**config.mk**
```make
export PLATFORM = sky130hd
export DESIGN_NAME = usb_rx_crc_ctrl_flat
export DESIGN_NICKNAME = d
export VERILOG_FILES = /design/src/rtl/usb_rx_crc_ctrl_if.sv /design/src/rtl/usb_rx_crc_ctrl.sv /design/src/flat_wrapper.sv
export SDC_FILE = /design/constraint.sdc
export NUM_CORES = 1
export LEC_CHECK = 0
export CAP_MARGIN = 20
export CORE_UTILIZATION = 35
export CTS_CLUSTER_DIAMETER = 200
export DETAILED_ROUTE_END_ITERATION = 10
export PLACE_DENSITY = 0.62
export SLEW_MARGIN = 10
export SYNTH_ARGS = -nofsm -noshare
export SYNTH_HDL_FRONTEND = slang
export SYNTH_SLANG_ARGS = --single-unit
```
**constraint.sdc**
```tcl
create_clock -name clk -period 2.6 [get_ports clk]
set_input_delay 0.52 -clock clk [delete_from_list [all_inputs] [get_ports clk]]
set_output_delay 0.52 -clock clk [all_outputs]
set_load 0.01 [all_outputs]
```
**src/rtl/usb_rx_crc_ctrl_if.sv**
```systemverilog
// Bundle between the USB rx CRC sequencer, the bit decoder, the CRC engines
// and the packet/FIFO controller. master drives bits/flags, slave is the sequencer.
interface usb_rx_crc_ctrl_if;
  logic        sop;
  logic        bit_valid;
  logic        d_orig;
  logic        eop;
  logic        crc_ok_16;
  logic        crc_ok_5;
  logic        crc_clear;
  logic        shift_en_16;
  logic        shift_en_5;
  logic        pkt_done;
  logic [3:0]  pid;
  logic [10:0] byte_cnt;
  logic        crc_err;
  logic        len_err;
  logic        pid_err;

  modport master (
    output sop, bit_valid, d_orig, eop,
    output crc_ok_16, crc_ok_5,
    input  crc_clear, shift_en_16, shift_en_5,
    input  pkt_done, pid, byte_cnt,
    input  crc_err, len_err, pid_err
  );

  modport slave (
    input  sop, bit_valid, d_orig, eop,
    input  crc_ok_16, crc_ok_5,
    output crc_clear, shift_en_16, shift_en_5,
    output pkt_done, pid, byte_cnt,
    output crc_err, len_err, pid_err
  );
endinterface

```
**src/rtl/usb_rx_crc_ctrl.sv**
```systemverilog
// Receive CRC sequencer: captures/checks PID, steers CRC5/CRC16 engines,
// checks field length, pulses pkt_done with pid/byte_cnt/error status.
// Ports: clk, n_rst (async active-low), bus (usb_rx_crc_ctrl_if.slave).
module usb_rx_crc_ctrl #(
  parameter int MAX_BYTES = 1026,
  parameter int CNT_W     = 14
) (
  input logic              clk,
  input logic              n_rst,
  usb_rx_crc_ctrl_if.slave bus
);

  typedef enum logic [2:0] {
    IDLE, PID, DATA16, DATA5, NOCRC, CHECK, DONE
  } state_t;

  typedef enum logic [1:0] {
    K_NONE, K_D16, K_D5
  } kind_t;

  localparam logic [CNT_W-1:0] MAX_BITS =
    CNT_W'(MAX_BYTES * 8);

  state_t           state;
  kind_t            kind;
  kind_t            dec_kind;
  logic [7:0]       sr;
  logic [2:0]       pcnt;
  logic [CNT_W-1:0] bits;
  logic             perr;
  logic             short_pid;

  logic             done_q;
  logic [3:0]       pid_q;
  logic [10:0]      bc_q;
  logic             crc_err_q;
  logic             len_err_q;
  logic             pid_err_q;

  logic             step;
  logic             last_pid;
  logic             chk_bad;
  logic [7:0]       pid_next;
  logic [CNT_W-1:0] bits_inc;
  logic [CNT_W-1:0] bq;
  logic [10:0]      bc_sat;
  logic             len16;
  logic             len5;
  logic             lenn;

  // sop always wins: a bit arriving with it belongs to no packet
  assign step     = bus.bit_valid & ~bus.sop;
  assign pid_next = {bus.d_orig, sr[7:1]};
  assign last_pid = (state == PID) & step
                  & (pcnt == 3'd7);
  assign chk_bad  = pid_next[3:0] != ~pid_next[7:4];

  assign bus.crc_clear   = last_pid;
  assign bus.shift_en_16 = (state == DATA16) & step;
  assign bus.shift_en_5  = (state == DATA5) & step;

  assign bus.pkt_done = done_q;
  assign bus.pid      = pid_q;
  assign bus.byte_cnt = bc_q;
  assign bus.crc_err  = crc_err_q;
  assign bus.len_err  = len_err_q;
  assign bus.pid_err  = pid_err_q;

  assign bits_inc = (&bits) ? bits
                  : bits + CNT_W'(1);
  assign bq       = bits >> 3;
  assign bc_sat   = (bq > CNT_W'(2047)) ? 11'h7ff
                  : bq[10:0];

  assign len16 = (bits[2:0] != 3'd0)
               | (bits < CNT_W'(16))
               | (bits > MAX_BITS);
  assign len5  = bits != CNT_W'(16);
  assign lenn  = ~perr & (bits != '0);

  always_comb begin
    dec_kind = K_NONE;
    unique case (1'b1)
      chk_bad:
        dec_kind = K_NONE;
      !chk_bad && pid_next[1:0] == 2'b11:
        dec_kind = K_D16;
      !chk_bad && pid_next[1:0] == 2'b01:
        dec_kind = K_D5;
      default:
        dec_kind = K_NONE;
    endcase
  end

  always_ff @(posedge clk or negedge n_rst) begin
    if (!n_rst) begin
      state     <= IDLE;
      kind      <= K_NONE;
      sr        <= '0;
      pcnt      <= '0;
      bits      <= '0;
      perr      <= 1'b0;
      short_pid <= 1'b0;
      done_q    <= 1'b0;
      pid_q     <= '0;
      bc_q      <= '0;
      crc_err_q <= 1'b0;
      len_err_q <= 1'b0;
      pid_err_q <= 1'b0;
    end else begin
      done_q <= 1'b0;
      if (bus.sop) begin
        state     <= PID;
        kind      <= K_NONE;
        sr        <= '0;
        pcnt      <= '0;
        bits      <= '0;
        perr      <= 1'b0;
        short_pid <= 1'b0;
      end else begin
        unique case (state)
          IDLE: ;
          PID: begin
            if (step) begin
              sr   <= pid_next;
              pcnt <= pcnt + 3'd1;
            end
            if (last_pid) begin
              perr <= chk_bad;
              kind <= dec_kind;
              if (bus.eop)
                state <= CHECK;
              else if (dec_kind == K_D16)
                state <= DATA16;
              else if (dec_kind == K_D5)
                state <= DATA5;
              else
                state <= NOCRC;
            end else if (bus.eop) begin
              perr      <= 1'b1;
              short_pid <= 1'b1;
              kind      <= K_NONE;
              state     <= CHECK;
            end
          end
          DATA16, DATA5, NOCRC: begin
            if (step)
              bits <= bits_inc;
            if (bus.eop)
              state <= CHECK;
          end
          // crc_ok_* has had a full cycle to reflect the last shift
          CHECK: begin
            done_q    <= 1'b1;
            pid_q     <= sr[3:0];
            bc_q      <= bc_sat;
            pid_err_q <= perr;
            unique case (kind)
              K_D16: begin
                crc_err_q <= ~bus.crc_ok_16;
                len_err_q <= len16;
              end
              K_D5: begin
                crc_err_q <= ~bus.crc_ok_5;
                len_err_q <= len5;
              end
              default: begin
                crc_err_q <= 1'b0;
                len_err_q <= short_pid | lenn;
              end
            endcase
            state <= DONE;
          end
          DONE:
            state <= IDLE;
          default:
            state <= IDLE;
        endcase
      end
    end
  end

endmodule

```
**src/flat_wrapper.sv**
```systemverilog
// flat-port wrapper written by rule: the top's interface ports become plain ports
module usb_rx_crc_ctrl_flat 
#(
  parameter int MAX_BYTES = 1026,
  parameter int CNT_W     = 14
)
  (clk, n_rst, bus_sop, bus_bit_valid, bus_d_orig, bus_eop, bus_crc_ok_16, bus_crc_ok_5, bus_crc_clear, bus_shift_en_16, bus_shift_en_5, bus_pkt_done, bus_pid, bus_byte_cnt, bus_crc_err, bus_len_err, bus_pid_err);
  usb_rx_crc_ctrl_if bus_i ();
  input logic clk;
  input logic n_rst;
  input wire logic [$bits(bus_i.sop)-1:0] bus_sop;
  input wire logic [$bits(bus_i.bit_valid)-1:0] bus_bit_valid;
  input wire logic [$bits(bus_i.d_orig)-1:0] bus_d_orig;
  input wire logic [$bits(bus_i.eop)-1:0] bus_eop;
  input wire logic [$bits(bus_i.crc_ok_16)-1:0] bus_crc_ok_16;
  input wire logic [$bits(bus_i.crc_ok_5)-1:0] bus_crc_ok_5;
  output wire logic [$bits(bus_i.crc_clear)-1:0] bus_crc_clear;
  output wire logic [$bits(bus_i.shift_en_16)-1:0] bus_shift_en_16;
  output wire logic [$bits(bus_i.shift_en_5)-1:0] bus_shift_en_5;
  output wire logic [$bits(bus_i.pkt_done)-1:0] bus_pkt_done;
  output wire logic [$bits(bus_i.pid)-1:0] bus_pid;
  output wire logic [$bits(bus_i.byte_cnt)-1:0] bus_byte_cnt;
  output wire logic [$bits(bus_i.crc_err)-1:0] bus_crc_err;
  output wire logic [$bits(bus_i.len_err)-1:0] bus_len_err;
  output wire logic [$bits(bus_i.pid_err)-1:0] bus_pid_err;
  assign bus_i.sop = bus_sop;
  assign bus_i.bit_valid = bus_bit_valid;
  assign bus_i.d_orig = bus_d_orig;
  assign bus_i.eop = bus_eop;
  assign bus_i.crc_ok_16 = bus_crc_ok_16;
  assign bus_i.crc_ok_5 = bus_crc_ok_5;
  assign bus_crc_clear = bus_i.crc_clear;
  assign bus_shift_en_16 = bus_i.shift_en_16;
  assign bus_shift_en_5 = bus_i.shift_en_5;
  assign bus_pkt_done = bus_i.pkt_done;
  assign bus_pid = bus_i.pid;
  assign bus_byte_cnt = bus_i.byte_cnt;
  assign bus_crc_err = bus_i.crc_err;
  assign bus_len_err = bus_i.len_err;
  assign bus_pid_err = bus_i.pid_err;
  usb_rx_crc_ctrl #(.MAX_BYTES(MAX_BYTES), .CNT_W(CNT_W)) u_core (.clk(clk), .n_rst(n_rst), .bus(bus_i));
endmodule
```
==> run summary, run 1 <==
outcome: finished clean
reg2reg setup slack: 0.47 ns
Main synth FF type: dfrtp_1
Overflow after GRT: 0
post-synthesis cell type count: 47
final worst setup slack: 0.243 ns
Routed WL: 5440 µm
critical path's top delay family: simple AND/OR/NAND/NOR gates
R2R Path End: u_core.state[2]$_DFFE_PN0P_
leakage: 1.41 nW
Post-Syn Instances: 249
CP Data Required Time: 2.83 ns
H-tree depth: 2
period utilization: 90.7%
Starting Density: 36.6%
Clock Skews: 0.00573 ns
worst skew pair latency: 0.30 ns
commonest non-fill, non-tap cell in the layout: dfrtp_1
met2 wire length: 2790 µm
Slew Viols, Final: 0
Slew Limit Headroom: 43.0%
syn avg cell area: 10.8 µm²
mux share of post-synthesis cell area: 7.98%
Clock Sinks: 51
Area Growth Syn to Fin: 21.6%
Initial DRC Count: 47
Synth area leaders: dfrtp_1, mux2_2, ha_1, a22o_1, a21oi_1
Net Count, Synth: 265
Hold WS: 0.201 ns
DR vias: 2048
Setup crit start kind: input port
Worst VDD drop: 0.347 mV
Max Freq: 0.424 GHz
DIE WIDTH: 89.5 µm
Root Driver: clkbuf_8
maxcap violations: 0
Worst Path Max Fanout: 2
IO buf count: 29
Finish-stage setup viols: 0
Final nets: 297
setup tns final: 0 ns
hold buffers post-CTS: 0
total global-route track usage: 15.3%
TritonCTS clock tree: built
largest buffer count on any clock path: 2
Setup WS pre-CTS: -0.0434 ns
crit path buf inv count: 2
share of the synthesized area in the top cell type: 47.6%
Vias/cell: 5.38
Synth Register Bits: 51
clk slew on worst S/H paths: 0.09 ns
initial antenna violation count: 0
Compound-Gate Fraction of Synth Area: 16.6%
crit-path cells: clkdlybuf4s50_1, xnor2_1, nor4b_1, nand3b_1, ha_1, inv_1, a41oi_1, or3_1, a21oi_1
CP peak stage delay: 0.43 ns
post-DR wirelength/cell: 14.3 µm
cts bufs inserted: 5
Async SR Flop Fraction: 100%
register area share after synthesis: 47.6%
first-pass GRT wire length: 9430 µm
Critical Path AT: 2.59 ns
Multi-input gate area: 1270 µm²
most frequent cells in the layout: dfrtp_1, clkdlybuf4s50_1, mux2_2
number of global-route vias before repair: 1960
adder-cell share of the synthesized area: 3.73%
Final min period: 2.36 ns
die area: 8010 µm²
dpl hpwl: 3870 µm
PwrDens: 529 nW/µm²
uppermost routed layer: met4
final estimated routing congestion in global placement: 0.794
Final Power: 1.73 mW
wire length on met3: 123 µm
XOR/XNOR share of the synthesized area: 1.31%
Ys Warns: 0
M1 wire length: 2510 µm
combinational family with the most area after synthesis: simple AND/OR/NAND/NOR gates
Reg area: 1280 µm²
Crit-path slowest cell: clkdlybuf4s50_1
worst setup path class: in2reg
crit path capture type: flip-flop
worst reg2reg startpoint: u_core.sr[3]$_DFFE_PN0P_
number of fill cells in the layout: 688
row count: 31
layout cell share with drive strength beyond 1: 17.4%
total iterations of the first detailed-routing run: 4
RSZ-0062 raised after global routing: false
num ports: 30
Vert. Die Dim: 89.5 µm
reg2reg path depth: 8
simple logic cell fraction of the synthesized area: 17.9%
Inserted Diodes: 0
antenna-violating nets left: 0
Hold WC Path Type: in2async
synthesized cell area: 2680 µm²
Post-synth EDFFs: 0
leading area contributor after synthesis: dfrtp_1
# DRC: 0
CORE AREA: 7330 µm²
largest net degree at the start of global routing: 29
Final Hold Viols: 0
Worst-Margin Slew: 0.856 ns
[timing repair]
action                     4_1_cts  5_1_grt
setup endpoints to repair        0        3
setup buffers                    0        0
resized for setup                0        4
[worst max path at each step]
stage / from / end / slack, ns / cells past startpoint
floorplan: bus_d_orig / u_core.state[2]$_DFFE_PN0P_ / 0.51 / 8
global placement: bus_d_orig / u_core.state[2]$_DFFE_PN0P_ / 0.003 / 9
detailed placement: bus_d_orig / u_core.state[2]$_DFFE_PN0P_ / -0.04 / 9
CTS: bus_sop / bus_shift_en_5 / 0.08 / 6
global route: bus_d_orig / u_core.state[2]$_DFFE_PN0P_ / 0.09 / 9
finish: bus_d_orig / u_core.state[2]$_DFFE_PN0P_ / 0.24 / 9
[registers in the layout, indices dropped and copies added, names as in the netlist]
register,cells
u_core.bits,14
u_core.bus.byte_cnt,11
u_core.bus.crc_err,1
u_core.bus.len_err,1
u_core.bus.pid,4
u_core.bus.pid_err,1
u_core.bus.pkt_done,1
u_core.kind,2
u_core.pcnt,3
u_core.perr,1
u_core.short_pid,1
u_core.sr,8
u_core.state,3
[worst register-to-register path, delay by kind of cell, from the launching register on]
family	cells	cell delay [ns]
compound gates	2	0.23
flops	1	0.45
fa+ha+maj	1	0.33
buf+inv	1	0.06
xor+xnor	1	0.17
simple gates	3	0.83
[power breakdown]
part / internal (mW) / leakage [nW] / switching, mW / total, mW
Combinational: 0.109 / 0.647 / 0.117 / 0.226
Sequential: 0.826 / 0.700 / 0.0341 / 0.861
Clock: 0.385 / 0.0654 / 0.255 / 0.640
[cells by family after synthesis]
logic type	after synthesis
xor+xnor	4
simple gates	77
compound gates	61
mux	19
fa+ha+maj	8
buf+inv	29
flops	51
[routing by layer]
metal | vias to the layer above | global-route usage, %
met5 | - | 0
met4 | 0 | 3.03
met1 | 1021 | 19.5
met2 | 23 | 26.5
li1 | 1001 | -
met3 | 3 | 3.60
[Yosys cell counts (3+ instances only)]
library cell	number
dfrtp_1	51
mux2_2	19
a21oi_1	15
inv_1	14
nor2_1	11
a22o_1	10
nand3_1	10
nand4_1	9
ha_1	8
o31ai_1	8
or4_1	8
buf_2	7
o21ai_0	6
clkbuf_1	5
nor2b_1	5
a211oi_1	4
nand2_1	4
xnor2_1	4
a41oi_1	3
nand3b_1	3
nor3_1	3
nor4_1	3
o21a_1	3
o22ai_1	3
[cell type report]
class                   instances  share of cell area, %
inverters                      14                   1.61
well taps                      99                   3.80
repair buffers                 40                   12.3
flip-flops and latches         51                   39.1
clock inverters                 2                   1.84
multi-input cells             169                   39.1
clock buffers                   6                   2.23
[per-stage QoR]
step | instances | area [µm²] | utilization (%)
after detailed placement | 373 | 3120 | 42.5
after CTS | 381 | 3250 | 44.3
final | 381 | 3260 | 44.5
after global routing | 381 | 3260 | 44.5
after floorplan | 249 | 2680 | -
after global placement | 373 | 3120 | 42.5
Note: power is estimated with default switching activity, not from simulation.
==> run 2: changes to the inputs <==
Settings changed: GPL_ROUTABILITY_DRIVEN from default to 0.
==> results of run 2 <==
Same layout as run 1: the final DEF is identical, and so are final timing and power.
